**src/rtl/alu_pipe_stage.sv**
```systemverilog
// Two-stage elastic ALU: S1 holds the operands, S2 holds the result.
// Each stage has a valid flag and forwards one entry per cycle when downstream can take it.
module alu_pipe_stage #(
    parameter int WIDTH = 4,
    parameter int TAG_W = 3
) (
    input  logic             clk,
    input  logic             rst_n,
    input  logic             in_valid,
    output logic             in_ready,
    input  logic [WIDTH-1:0] a,
    input  logic [WIDTH-1:0] b,
    input  logic [2:0]       ctrl,
    input  logic [TAG_W-1:0] in_tag,
    output logic             out_valid,
    input  logic             out_ready,
    output logic [WIDTH-1:0] x,
    output logic             co,
    output logic [TAG_W-1:0] out_tag,
    output logic             busy
);
    localparam logic [2:0] OP_ADD = 3'd0, OP_SUB = 3'd1, OP_AND = 3'd2, OP_OR  = 3'd3,
                           OP_XOR = 3'd4, OP_NOT = 3'd5, OP_SLT = 3'd6, OP_PASS = 3'd7;

    logic             live_q;
    logic             v1_q, v1_d, v2_q, v2_d;
    logic [WIDTH-1:0] a1_q, b1_q;
    logic [2:0]       op1_q;
    logic [TAG_W-1:0] tag1_q, tag2_q;
    logic [WIDTH-1:0] x2_q;
    logic             co2_q;

    logic             adv1, adv2, accept;
    logic [WIDTH:0]   sum, diff;
    logic [WIDTH-1:0] alu_x;
    logic             alu_co;

    assign adv2     = ~v2_q | out_ready;
    assign adv1     = ~v1_q | adv2;
    // live_q keeps the input closed until the first edge after reset release
    assign in_ready = adv1 & live_q;
    assign accept   = in_valid & in_ready;

    assign v1_d = adv1 ? accept : v1_q;
    assign v2_d = adv2 ? v1_q   : v2_q;

    assign sum  = {1'b0, a1_q} + {1'b0, b1_q};
    assign diff = {1'b0, a1_q} + {1'b0, ~b1_q} + (WIDTH+1)'(1);

    always_comb begin
        alu_x  = '0;
        alu_co = 1'b0;
        unique case (op1_q)
            OP_ADD:  {alu_co, alu_x} = sum;
            OP_SUB:  {alu_co, alu_x} = diff;
            OP_AND:  alu_x = a1_q & b1_q;
            OP_OR:   alu_x = a1_q | b1_q;
            OP_XOR:  alu_x = a1_q ^ b1_q;
            OP_NOT:  alu_x = ~a1_q;
            OP_SLT:  alu_x = {{(WIDTH-1){1'b0}}, $signed(a1_q) < $signed(b1_q)};
            OP_PASS: alu_x = b1_q;
            default: alu_x = '0;
        endcase
    end

    always_ff @(posedge clk or negedge rst_n) begin
        if (!rst_n) begin
            live_q <= 1'b0;
            v1_q   <= 1'b0;
            a1_q   <= '0;
            b1_q   <= '0;
            op1_q  <= '0;
            tag1_q <= '0;
        end else begin
            live_q <= 1'b1;
            v1_q   <= v1_d;
            if (accept) begin
                a1_q   <= a;
                b1_q   <= b;
                op1_q  <= ctrl;
                tag1_q <= in_tag;
            end
        end
    end

    // Payload only moves when S1 actually holds an entry, so a held result stays stable
    always_ff @(posedge clk or negedge rst_n) begin
        if (!rst_n) begin
            v2_q   <= 1'b0;
            x2_q   <= '0;
            co2_q  <= 1'b0;
            tag2_q <= '0;
        end else begin
            v2_q <= v2_d;
            if (adv2 && v1_q) begin
                x2_q   <= alu_x;
                co2_q  <= alu_co;
                tag2_q <= tag1_q;
            end
        end
    end

    assign out_valid = v2_q;
    assign x         = x2_q;
    assign co        = co2_q;
    assign out_tag   = tag2_q;
    assign busy      = v1_q | v2_q;
endmodule

```
**config.mk**
```make
export PLATFORM = sky130hd
export DESIGN_NAME = alu_pipe_stage
export DESIGN_NICKNAME = d
export VERILOG_FILES = /design/src/rtl/alu_pipe_stage.sv
export SDC_FILE = /design/constraint.sdc
export NUM_CORES = 1
export LEC_CHECK = 0
export ABC_AREA = 0
export BUFFER_PORTS_ARGS = -buffer_cell sky130_fd_sc_hd__buf_2
export CELL_PAD_IN_SITES_DETAIL_PLACEMENT = 1
export CELL_PAD_IN_SITES_GLOBAL_PLACEMENT = 2
export CORE_ASPECT_RATIO = 1.1
export CORE_MARGIN = 2
export CORE_UTILIZATION = 33
export CTS_BUF_LIST = sky130_fd_sc_hd__clkbuf_4 sky130_fd_sc_hd__clkbuf_8
export DETAILED_ROUTE_END_ITERATION = 8
export PLACE_DENSITY = 0.87
export RECOVER_POWER = 50
export SYNTH_ARGS = -nofsm -noshare
export SYNTH_HDL_FRONTEND = slang
export SYNTH_SLANG_ARGS = --single-unit
```
**constraint.sdc**
```tcl
create_clock -name clk -period 1.86 [get_ports clk]
set_input_delay 0.093 -clock clk [delete_from_list [all_inputs] [get_ports clk]]
set_output_delay 0.093 -clock clk [all_outputs]
set_load 0.03 [all_outputs]
```
==> summary.md, run 1 <==
| Metric | Value |
|---|---|
| Status | `complete, no violations` |
| End of the worst register-to-register path | `x[1]$_DFFE_PN0P_` |
| Number of max-cap violations | `0` |
| Most frequently used flop master after synthesis | `dfrtp_1` |
| Final hold slack | `0.03674 ns` |
| Full die area | `5415 um^2` |
| Gate count of the mapped netlist | `153` |
| Cell types with the largest area share after synthesis | `dfrtp_1 (39%), ha_1 (9.4%), mux2_4 (8.5%)` |
| Proportion of register bits with asynchronous set or reset after synthesis | `100.0%` |
| Number of enable-type register cells in the synthesized netlist | `0` |
| Pin count of the biggest net entering global routing | `26` |
| Site Rows | `26` |
| H-tree depth | `1` |
| Worst-Skew Late Latency | `0.28 ns` |
| Worst Path Buf+Inv | `3` |
| Count of cell instances traversed by the critical path | `8` |
| Max-slew violations | `0` |
| Post-layout total power | `2072 uW` |
| Via count of the first global-routing pass | `1324` |
| First-pass GRT wire length | `6527 um` |
| R2R Path Start | `a1_q[0]$_DFFE_PN0P_` |
| Most frequent CP cell | `inv_1` |
| Number of buffers added by the clock tree synthesis step | `3` |
| Cell-by-cell trace of the critical path | `inv_2, ha_2, inv_1, fa_2, inv_1, a21oi_1, a211o_1, a32o_1` |
| Synth Net Count | `around 190` |
| RSZ-0062 raised after global routing | `yes` |
| Setup-violating endpoint count in the final report | `0` |
| Worst min path class | `input port to register` |
| Average detailed-routed wire length per instance | `15.50 um` |
| Clock root buffer master | `clkbuf_8` |
| WHS Path Cells | `2` |
| Leakage Power | `~0.001 uW` |
| Wire length reported by the detailed router | `3875 um` |
| Path depth of the worst reg2reg path | `8` |
| Initial cell density of the core | `between 30% and 40%` |
| Filler instances | `554` |
| Cell type of the slowest stage on the worst timing path | `fa_2` |
| Final standard cell count with taps included and fillers excluded | `250` |
| Final count of hold timing violations | `0` |
| Floorplan die width | `approximately 70 um` |
| Achievable frequency | `~0.56 GHz` |
| Hold path startpoint | `a[1]` |
| Arrival time of the worst setup path | `about 2.0 ns` |
| Drt drc | `0` |
| GP Congestion | `0.8848` |
| Maximum ir drop on the vdd rail | `between 0.3 and 0.4 mV` |
| Cell Area, Synth | `about 1600 um^2` |
| Mapped Avg Cell Area | `between 10 and 15 um^2` |
| Netlist cell types | `45` |
| Detailed Routing Iterations Pass 1 | `4` |
| Proportion of layout cells with a drive suffix above 1 | `a little over a third` |
| Die Height | `76.98 um` |
| Worst Clk Skew | `0.006551 ns` |
| # clock sinks | `25` |
| Startpoint class of the critical path | `register` |
| Crit-path max FO | `2` |
| Total grt overflow | `0` |
| Slew of the pin with the lowest slew margin | `0.6590 ns` |
| Area growth syn-to-layout | `22.24%` |
| Area fraction of the dominant cell type after synthesis | `about two fifths` |
| Total power divided by cell area | `1061 nW/um^2` |
| CP max stage delay | `0.42 ns` |
| Share of synthesized area occupied by flip-flops and latches | `39.15%` |
| Number of nets at the end of the flow | `approximately 230` |
| Most frequent cell after synthesis | `dfrtp_1` |
| Final critical delay including setup and external delays | `1.772 ns` |
| Number of instances in the placed design | `241` |
| Count of yosys warnings during synthesis | `0` |
| IO buf count | `28` |
| Normalized max-slew margin | `56.07%` |
| Clock input transition at the sequential cells of the worst setup and hold paths | `0.09 ns` |
| Number of buffers between clock root and the deepest sink | `2` |
| Register Area | `626.9 um^2` |
| Post-synthesis cell type with the largest combined area | `dfrtp_1` |
| CTS tree | `built` |
| Core Area | `between 4000 and 5000 um^2` |
| Global-route usage over all layers | `15.49%` |
| Top cell family by delay on the critical path | `adder cells` |
| Count of nets left with antenna violations after detail routing | `0` |
| Worst setup path class | `register to register` |
| Antenna cell count | `0` |
| Part of the cycle the worst path needs | `a little over nine tenths` |
| Top-level port count | `29` |
| Data required time at the worst endpoint | `2.03 ns` |
| DR vias/cell | `4.956` |
| HPWL Detailed | `2901 um` |
| Setup crit end kind | `register` |
| Hold worst-path end | `a1_q[1]$_DFFE_PN0P_` |
| Slack of the worst reg-to-reg path | `0.09 ns` |
| Area of combinational cells with multiple inputs | `between 900 and 1000 um^2` |
| Total via count in the routed design | `1239` |
| Initial antenna violation count | `0` |
| Synth Register Bits | `25` |
| Starting DRC count in detailed routing | `21` |
| Most instantiated cells after synthesis | `dfrtp_1 (25), nand2_1 (16), inv_1 (13)` |
repair_timing:
item / CTS / global route
endpoints found under the hold margin: 25 / 0
hold buffers: 1 / 0
resized for setup: 2 / 9
buffers inserted: 0 / 4
pin swaps: 1 / 5
endpoints found under the setup margin: 1 / 5
stage by stage:
stage / utilization (%) / worst slack [ns] / setup TNS, ns / instance area (um^2)
4_1_cts: 40.72 / 0.002534 / 0 / 1894
6_report: 41.98 / 0.08825 / 0 / 1953
3_5_place_dp: 39.38 / -0.01999 / -0.01999 / 1832
2_1_floorplan: - / 0.07749 / 0 / 1598
3_3_place_gp: 39.38 / 0.02910 / 0 / 1832
5_1_grt: 41.98 / -0.01676 / -0.01676 / 1953
flip-flops by register name, summed over array words and instances, names as in the netlist:
signal / count
a1_q: 4
b1_q: 4
x: 4
op1_q: 3
out_tag: 3
tag1_q: 3
co: 1
live_q: 1
out_valid: 1
v1_q: 1
power breakdown:
part	internal (uW)	leakage, uW	switching [uW]
sequential	662	0.000296	99.4
clock	150	0.0000255	185
combinational	428	0.000656	547
routing by layer:
metal  vias up  global-route usage [%]  wire length (um)
met2        17                   26.13              1904
li1        608                       -                 -
met3         5                   1.183                73
met5         -                       0                 0
met4         0                   6.346                71
met1       609                   20.33              1826
cells by family after synthesis:
group,after synthesis,synth area share [%]
AO/OA/AOI/OAI,32,13.78
XOR/XNOR,2,1.097
adder cells (fa/ha/maj),14,11.90
buffers and inverters,19,6.265
flip-flops,25,39.15
multiplexers,17,13.94
other,1,0.2347
AND/OR/NAND/NOR,43,13.63
cell type report:
class                   instances  area share (%)
multi-input cells             109           46.51
repair buffers                 43           12.94
flip-flops and latches         25           32.09
inverters                      13           2.498
clock buffers                   3           2.114
well taps                      56           3.587
clock inverters                 1          0.2562
cell usage in the layout, fill, tap and decap left out, types with 2 or more instances in the layout:
master	instances
mux2_2	6
inv_2	2
ha_1	10
nand3b_1	2
buf_2	25
a32o_1	2
dfrtp_1	24
nor3_1	2
inv_1	11
clkbuf_8	3
buf_4	14
nor2_1	7
o22ai_1	4
a21oi_1	10
nand2b_1	4
clkbuf_1	2
nand2_1	16
mux2_4	9
o21ai_0	3
mux2i_1	2
nand3_1	3
and2_1	2
worst max-delay path by stage:
stage | from | to | slack, ns
floorplan | a1_q[0]$_DFFE_PN0P_ | x[1]$_DFFE_PN0P_ | 0.08
global placement | a1_q[0]$_DFFE_PN0P_ | x[0]$_DFFE_PN0P_ | 0.03
detailed placement | a1_q[0]$_DFFE_PN0P_ | x[0]$_DFFE_PN0P_ | -0.02
CTS | a1_q[0]$_DFFE_PN0P_ | x[1]$_DFFE_PN0P_ | 0.003
global route | a1_q[0]$_DFFE_PN0P_ | x[1]$_DFFE_PN0P_ | -0.02
finish | a1_q[0]$_DFFE_PN0P_ | x[1]$_DFFE_PN0P_ | 0.09
(Power assumes the default switching activity.)
==> run 2: changes to the inputs <==
--- a/config.mk
+++ b/config.mk
@@ -11,10 +11,10 @@
 export CELL_PAD_IN_SITES_GLOBAL_PLACEMENT = 2
 export CORE_ASPECT_RATIO = 1.1
 export CORE_MARGIN = 2
-export CORE_UTILIZATION = 33
+export CORE_UTILIZATION = 36
 export CTS_BUF_LIST = sky130_fd_sc_hd__clkbuf_4 sky130_fd_sc_hd__clkbuf_8
 export DETAILED_ROUTE_END_ITERATION = 8
-export PLACE_DENSITY = 0.87
+export PLACE_DENSITY = 0.9
 export RECOVER_POWER = 50
 export SYNTH_ARGS = -nofsm -noshare
 export SYNTH_HDL_FRONTEND = slang
==> constraint.sdc (replaced) <==
create_clock -name clk -period 1.7 [get_ports clk]
set_input_delay 0.085 -clock clk [delete_from_list [all_inputs] [get_ports clk]]
set_output_delay 0.085 -clock clk [all_outputs]
set_load 0.03 [all_outputs]
==> run 2 against run 1 <==
  * The run now ends with setup timing left
  * Utilization up 5.3 points
  * Setup slack worse by 0.21 ns
  * Critical path depth down 1
  * Fmax down 2.7%
  * Final area up 3.7%
  * Flip-flop and latch count unchanged
  * Routed wire length up 11%
  * First-iteration DRC count up 48%
  * Count of clock-buffer cells in the layout unchanged
  * Highest routed layer unchanged
  * Critical path type unchanged
  * Sequential power up 11%
  * Combinational power up 18%
  * Via count up 2.7%
==> summary.md, run 2 (synthesis results as in run 1) <==
| Metric | Value |
|---|---|
| Initial antenna violation count | `0 (unchanged)` |
| Worst Clk Skew | `0.005662 ns (-0.0008895 ns)` |
| CTS tree | `built` |
| Crit-path max FO | `4 (+2)` |
| Total power divided by cell area | `1176 nW/um^2 (+11%)` |
| Final non-filler cell area | `2024 um^2 (+3.7%)` |
| Maximum ir drop on the vdd rail | `0.7013 mV (+110%)` |
| Full die area | `4988 um^2 (-7.9%)` |
| HPWL Detailed | `3091 um (+6.5%)` |
| Drt drc | `0 (unchanged)` |
| First-pass GRT wire length | `6672 um (+2.2%)` |
| Achievable frequency | `0.5490 GHz (-2.7%)` |
| Worst setup margin | `-0.1214 ns (-0.2096 ns)` |
| Top-level port count | `29 (unchanged)` |
| Number of buffers added by the clock tree synthesis step | `3 (unchanged)` |
| Number of max-cap violations | `0 (unchanged)` |
| Slew of the pin with the lowest slew margin | `0.6652 ns (+0.006180 ns)` |
| Worst min path class | `input port to register` |
| Worst setup path class | `register to register` |
| Via count of the first global-routing pass | `1422 (+7.4%)` |
| Pin count of the biggest net entering global routing | `26 (unchanged)` |
| GP Congestion | `0.7813 (-12%)` |
| H-tree depth | `1 (unchanged)` |
| Status | `finished, violations left` |
| Post-layout total power | `2381 uW (+15%)` |
| IO buf count | `28 (unchanged)` |
| Initial cell density of the core | `37.28% (+2.9 points)` |
| Clock input transition at the sequential cells of the worst setup and hold paths | `0.10 ns (about the same)` |
| Startpoint class of the critical path | `register` |
| Final hold slack | `0.01878 ns (-0.01796 ns)` |
| Violations in the final reports | `setup timing` |
| Total grt overflow | `0 (unchanged)` |
| Wire length reported by the detailed router | `4287 um (+11%)` |
| Count of nets left with antenna violations after detail routing | `0 (unchanged)` |
| Global-route usage over all layers | `18.47% (+3.0 points)` |
| Total via count in the routed design | `1272 (+2.7%)` |
| Setup-violating endpoint count in the final report | `4 (+4)` |
| Max-slew violations | `0 (unchanged)` |
| Most common cell after layout, fill and taps aside | `buf_2` |
| Data required time at the worst endpoint | `1.88 ns (-0.15 ns)` |
| Total cell area at the placement stage | `1872 um^2 (+2.2%)` |
| Clock root buffer master | `clkbuf_8` |
| Arrival time of the worst setup path | `2.00 ns (+0.05 ns)` |
| Number of nets at the end of the flow | `231 (+1.8%)` |
| DR vias/cell | `5.048 (+1.8%)` |
| Floorplan die width | `67.52 um (-4.0%)` |
| Setup crit end kind | `register` |
| Core Area | `4285 um^2 (-7.9%)` |
| Site Rows | `25 (-3.8%)` |
| Part of the cycle the worst path needs | `107.1% (+12 points)` |
| RSZ-0062 raised after global routing | `yes` |
| Detailed Routing Iterations Pass 1 | `4 (unchanged)` |
| Normalized max-slew margin | `55.66% (-0.41 points)` |
| Worst-Skew Late Latency | `0.29 ns (about the same)` |
| Proportion of layout cells with a drive suffix above 1 | `41.92% (+5.8 points)` |
| Leakage Power | `0.001008 uW (+3.2%)` |
| Final critical delay including setup and external delays | `1.821 ns (+0.04962 ns)` |
| Antenna cell count | `0 (unchanged)` |
| Average detailed-routed wire length per instance | `17.01 um (+9.8%)` |
| Number of buffers between clock root and the deepest sink | `2 (unchanged)` |
| Filler instances | `483 (-13%)` |
| Starting DRC count in detailed routing | `31 (+48%)` |
| Final Core Density | `47.24% (+5.3 points)` |
| Setup TNS | `-0.2543 ns (-0.2543 ns)` |
| Die Height | `73.87 um (-4.0%)` |
| Final count of hold timing violations | `0 (unchanged)` |
| Most used cells in the layout excluding fill and tap cells | `buf_2 (26), dfrtp_1 (24), buf_4 (18)` |
| Area growth syn-to-layout | `26.70%` |
| # clock sinks | `25 (unchanged)` |
run 2: worst max-delay path, cell delays in order (launching register included):
cell and delay (ns):
dfrtp_1 0.45, ha_4 0.20, inv_4 0.05, fa_2 0.43, inv_1 0.08, a21oi_2 0.05, a211o_1 0.25, a32o_1 0.21
run 2: layout make-up:
class | instances | area, um^2 | area share, %
clock buffers | 3 | 41.29 | 2.040
clock inverters | 1 | 7.507 | 0.3708
inverters | 13 | 51.30 | 2.534
multi-input cells | 109 | 945.9 | 46.72
flip-flops and latches | 25 | 626.9 | 30.96
well taps | 54 | 67.56 | 3.337
repair buffers | 47 | 284.0 | 14.03
run 2: final timing paths:
path	startpoint	to	slack (ns)	cells past startpoint
max	b1_q[0]$_DFFE_PN0P_	x[1]$_DFFE_PN0P_	-0.12	7
min	ctrl[1]	op1_q[1]$_DFFE_PN0P_	0.02	2
max reg2reg	b1_q[0]$_DFFE_PN0P_	x[1]$_DFFE_PN0P_	-0.12	7
min reg2reg	tag1_q[0]$_DFFE_PN0P_	out_tag[0]$_DFFE_PN0P_	0.48	2
max in group asynchronous	rst_n	a1_q[1]$_DFFE_PN0P_	0.88	2
min in group asynchronous	rst_n	co$_DFFE_PN0P_	0.35	2
run 2: stage by stage:
step                cells  setup WS [ns]
CTS                   250        -0.1403
floorplan             153       -0.01458
detailed placement    243        -0.1796
global placement      243       -0.05956
finish                252        -0.1214
global route          252        -0.1955
run 2: report_power, final:
part	total, uW	switching, uW	internal (uW)
Clock	387	220	167
Sequential	849	125	724
Combinational	1150	633	512
Total	2380	978	1400
run 2: what timing repair did:
action,CTS,global route
setup buffers,2,2
setup endpoints to repair,5,5
resized for setup,7,11
hold buffers,1,0
endpoints found under the hold margin,25,0
pin swaps,7,7
run 2: layer usage:
metal	GRT usage, %	routed length (um)	vias to the layer above
li1	-	-	612
met1	19.71	1778	639
met2	33.99	2343	16
met3	2.757	94	5
met4	10.20	71	0
met5	0	0	-
==> run 3: changes to the inputs <==
--- a/config.mk
+++ b/config.mk
@@ -14,7 +14,7 @@
 export CORE_UTILIZATION = 36
 export CTS_BUF_LIST = sky130_fd_sc_hd__clkbuf_4 sky130_fd_sc_hd__clkbuf_8
 export DETAILED_ROUTE_END_ITERATION = 8
-export PLACE_DENSITY = 0.9
+export PLACE_DENSITY_LB_ADDON = 0.05
 export RECOVER_POWER = 50
 export SYNTH_ARGS = -nofsm -noshare
 export SYNTH_HDL_FRONTEND = slang
==> constraint.sdc (replaced) <==
create_clock -name clk -period 2 [get_ports clk]
set_input_delay 0.1 -clock clk [delete_from_list [all_inputs] [get_ports clk]]
set_output_delay 0.1 -clock clk [all_outputs]
set_load 0.03 [all_outputs]
==> run 3 against run 2 <==
  * The flow now finishes without violations
  * Register-to-register slack better by 0.22 ns
  * Clock power is 19% lower
  * Total power is 22% lower
  * Largest power group unchanged
==> summary.md, run 3 (synthesis results as in run 1) <==
| Metric | Value |
|---|---|
| Status | `complete, no violations` |
| Part of the cycle the worst path needs | `95.27% (-12 points)` |
| Startpoint class of the critical path | `register` |
| Initial cell density of the core | `37.28% (unchanged)` |
| CTS tree | `built` |
| Drt drc | `0 (unchanged)` |
| Internal Power | `1096 uW (-22%)` |
| Final count of hold timing violations | `0 (unchanged)` |
| Number of max-cap violations | `0 (unchanged)` |
| Area growth syn-to-layout | `15.98%` |
| Antenna cell count | `0 (unchanged)` |
| Pin count of the biggest net entering global routing | `26 (unchanged)` |
| Leakage Power | `0.0009234 uW (-8.4%)` |
| GP Congestion | `0.8089 (+3.5%)` |
| H-tree depth | `1 (unchanged)` |
| # clock sinks | `25 (unchanged)` |
| Max-slew violations | `0 (unchanged)` |
| Wire length reported by the detailed router | `3735 um (-13%)` |
| Final critical delay including setup and external delays | `1.905 ns (+0.08396 ns)` |
| Worst min path class | `input port to register` |
| Slew of the pin with the lowest slew margin | `1.352 ns (+0.6870 ns)` |
| Achievable frequency | `0.5248 GHz (-4.4%)` |
| DR vias/cell | `5.075 (+0.55%)` |
| Register Area | `625.6 um^2 (-0.20%)` |
| Setup-violating endpoint count in the final report | `0 (-4)` |
| Worst Clk Skew | `0.001624 ns (-0.004038 ns)` |
| Count of nets left with antenna violations after detail routing | `0 (unchanged)` |
| Starting DRC count in detailed routing | `39 (+26%)` |
| Initial antenna violation count | `0 (unchanged)` |
| Filler instances | `491 (+1.7%)` |
| Most used cells in the layout excluding fill and tap cells | `dfrtp_1 (25), buf_2 (23), nand2_1 (16)` |
| Detailed Routing Iterations Pass 1 | `4 (unchanged)` |
| Relative contribution of the clock network to total power | `17.1% (+0.8 points)` |
| Die Height | `73.87 um (unchanged)` |
| Switching Power | `751.0 uW (-23%)` |
| Average detailed-routed wire length per instance | `15.63 um (-8.1%)` |
| HPWL Detailed | `2859 um (-7.5%)` |
| Combinational share of power | `42.8% (-5.3 points)` |
| Final Core Density | `43.24% (-4.0 points)` |
| Crit-path max FO | `3 (-1)` |
| Floorplan die width | `67.52 um (unchanged)` |
| First-pass GRT wire length | `6065 um (-9.1%)` |
| IO buf count | `28 (unchanged)` |
| Normalized max-slew margin | `9.854% (-46 points)` |
| Via count of the first global-routing pass | `1255 (-12%)` |
| Total grt overflow | `0 (unchanged)` |
| Total via count in the routed design | `1213 (-4.6%)` |
| Most common cell after layout, fill and taps aside | `dfrtp_1` |
| Maximum ir drop on the vdd rail | `0.3863 mV (-45%)` |
| Setup TNS | `0 ns (+0.2543 ns)` |
| Number of buffers between clock root and the deepest sink | `2 (unchanged)` |
| Area of combinational cells with multiple inputs | `880.8 um^2 (-6.9%)` |
| Total power divided by cell area | `996.5 nW/um^2 (-15%)` |
| Sequential group share of total power | `40.1% (+4.5 points)` |
| Proportion of layout cells with a drive suffix above 1 | `29.19% (-13 points)` |
| Switching share of power | `40.67% (-0.40 points)` |
| Final standard cell count with taps included and fillers excluded | `239 (-5.2%)` |
| Full die area | `4988 um^2 (unchanged)` |
| Core Area | `4285 um^2 (unchanged)` |
| Global-route usage over all layers | `16.68% (-1.8 points)` |
| RSZ-0062 raised after global routing | `no` |
| Data required time at the worst endpoint | `2.17 ns (+0.29 ns)` |
| Top-level port count | `29 (unchanged)` |
| Arrival time of the worst setup path | `2.07 ns (+0.07 ns)` |
| Clock root buffer master | `clkbuf_8` |
| Site Rows | `25 (unchanged)` |
| Number of nets at the end of the flow | `218 (-5.6%)` |
| Worst setup path class | `register to register` |
| Clock input transition at the sequential cells of the worst setup and hold paths | `0.09 ns (about the same)` |
| Number of instances in the placed design | `233 (-4.1%)` |
| Worst-Skew Late Latency | `0.27 ns (-0.02 ns)` |
| Setup crit end kind | `register` |
| Number of buffers added by the clock tree synthesis step | `3 (unchanged)` |
run 3: power by group through the flow:
stage,registers (uW),logic [uW],clock network [uW]
5_1_grt,761,872,357
4_1_cts,742,807,332
6_report,741,791,315
3_5_place_dp,752,790,0
2_1_floorplan,819,480,0
3_3_place_gp,743,764,0
run 3: path summary, 6_finish.rpt:
| path | start | end | slack, ns | depth (start not counted) |
|---|---|---|---|---|
| max in group asynchronous | rst_n | b1_q[2]$_DFFE_PN0P_ | 0.55 | 2 |
| setup reg to reg | a1_q[0]$_DFFE_PN0P_ | x[1]$_DFFE_PN0P_ | 0.09 | 8 |
| hold / removal | a[0] | a1_q[0]$_DFFE_PN0P_ | 0.05 | 2 |
| setup / recovery | a1_q[0]$_DFFE_PN0P_ | x[1]$_DFFE_PN0P_ | 0.09 | 8 |
| hold reg to reg | tag1_q[0]$_DFFE_PN0P_ | out_tag[0]$_DFFE_PN0P_ | 0.48 | 2 |
| min in group asynchronous | rst_n | a1_q[1]$_DFFE_PN0P_ | 0.65 | 2 |
run 3: cell type report:
class / count / share of cell area, %
Timing Repair Buffer: 34 / 9.791
Multi-Input combinational cell: 109 / 47.54
Inverter: 13 / 2.633
Sequential cell: 25 / 33.76
Tap cell: 54 / 3.646
Clock buffer: 3 / 2.228
Clock inverter: 1 / 0.4051
run 3: repair_timing:
| item | 4_1_cts | 5_1_grt |
|---|---|---|
| endpoints found under the setup margin | 1 | 2 |
| endpoints found under the hold margin | 25 | 0 |
| pin swaps | 0 | 1 |
| cloned | 0 | 0 |
| hold buffers | 1 | 0 |
| gates resized for setup | 2 | 3 |
| buffers inserted | 0 | 1 |
run 3: metal layers:
metal	global-route usage, %	up-vias	share of wire [%]
met3	1.838	6	2.3
met2	30.28	16	53
met4	6.349	0	1.7
met5	0	-	0
li1	-	586	-
met1	19.79	605	43
run 3: through the flow:
step	hold WS, ns	power, uW	setup WS (ns)	area, um^2
4_1_cts	0.04194	1880	0.01962	1849
6_report	0.04938	1847	0.09467	1853
3_5_place_dp	0.1380	1542	0.0001994	1784
5_1_grt	0.03868	1989	0.002699	1853
3_3_place_gp	0.1317	1507	0.1086	1784
2_1_floorplan	-0.1956	1300	0.2175	1598
run 3: critical path: stages, from the launching register on:
cell     delay [ns]
dfrtp_1        0.41
inv_2          0.08
ha_2           0.18
inv_1          0.05
fa_1           0.42
inv_1          0.06
a21oi_1        0.05
a211o_1        0.29
a32o_1         0.25
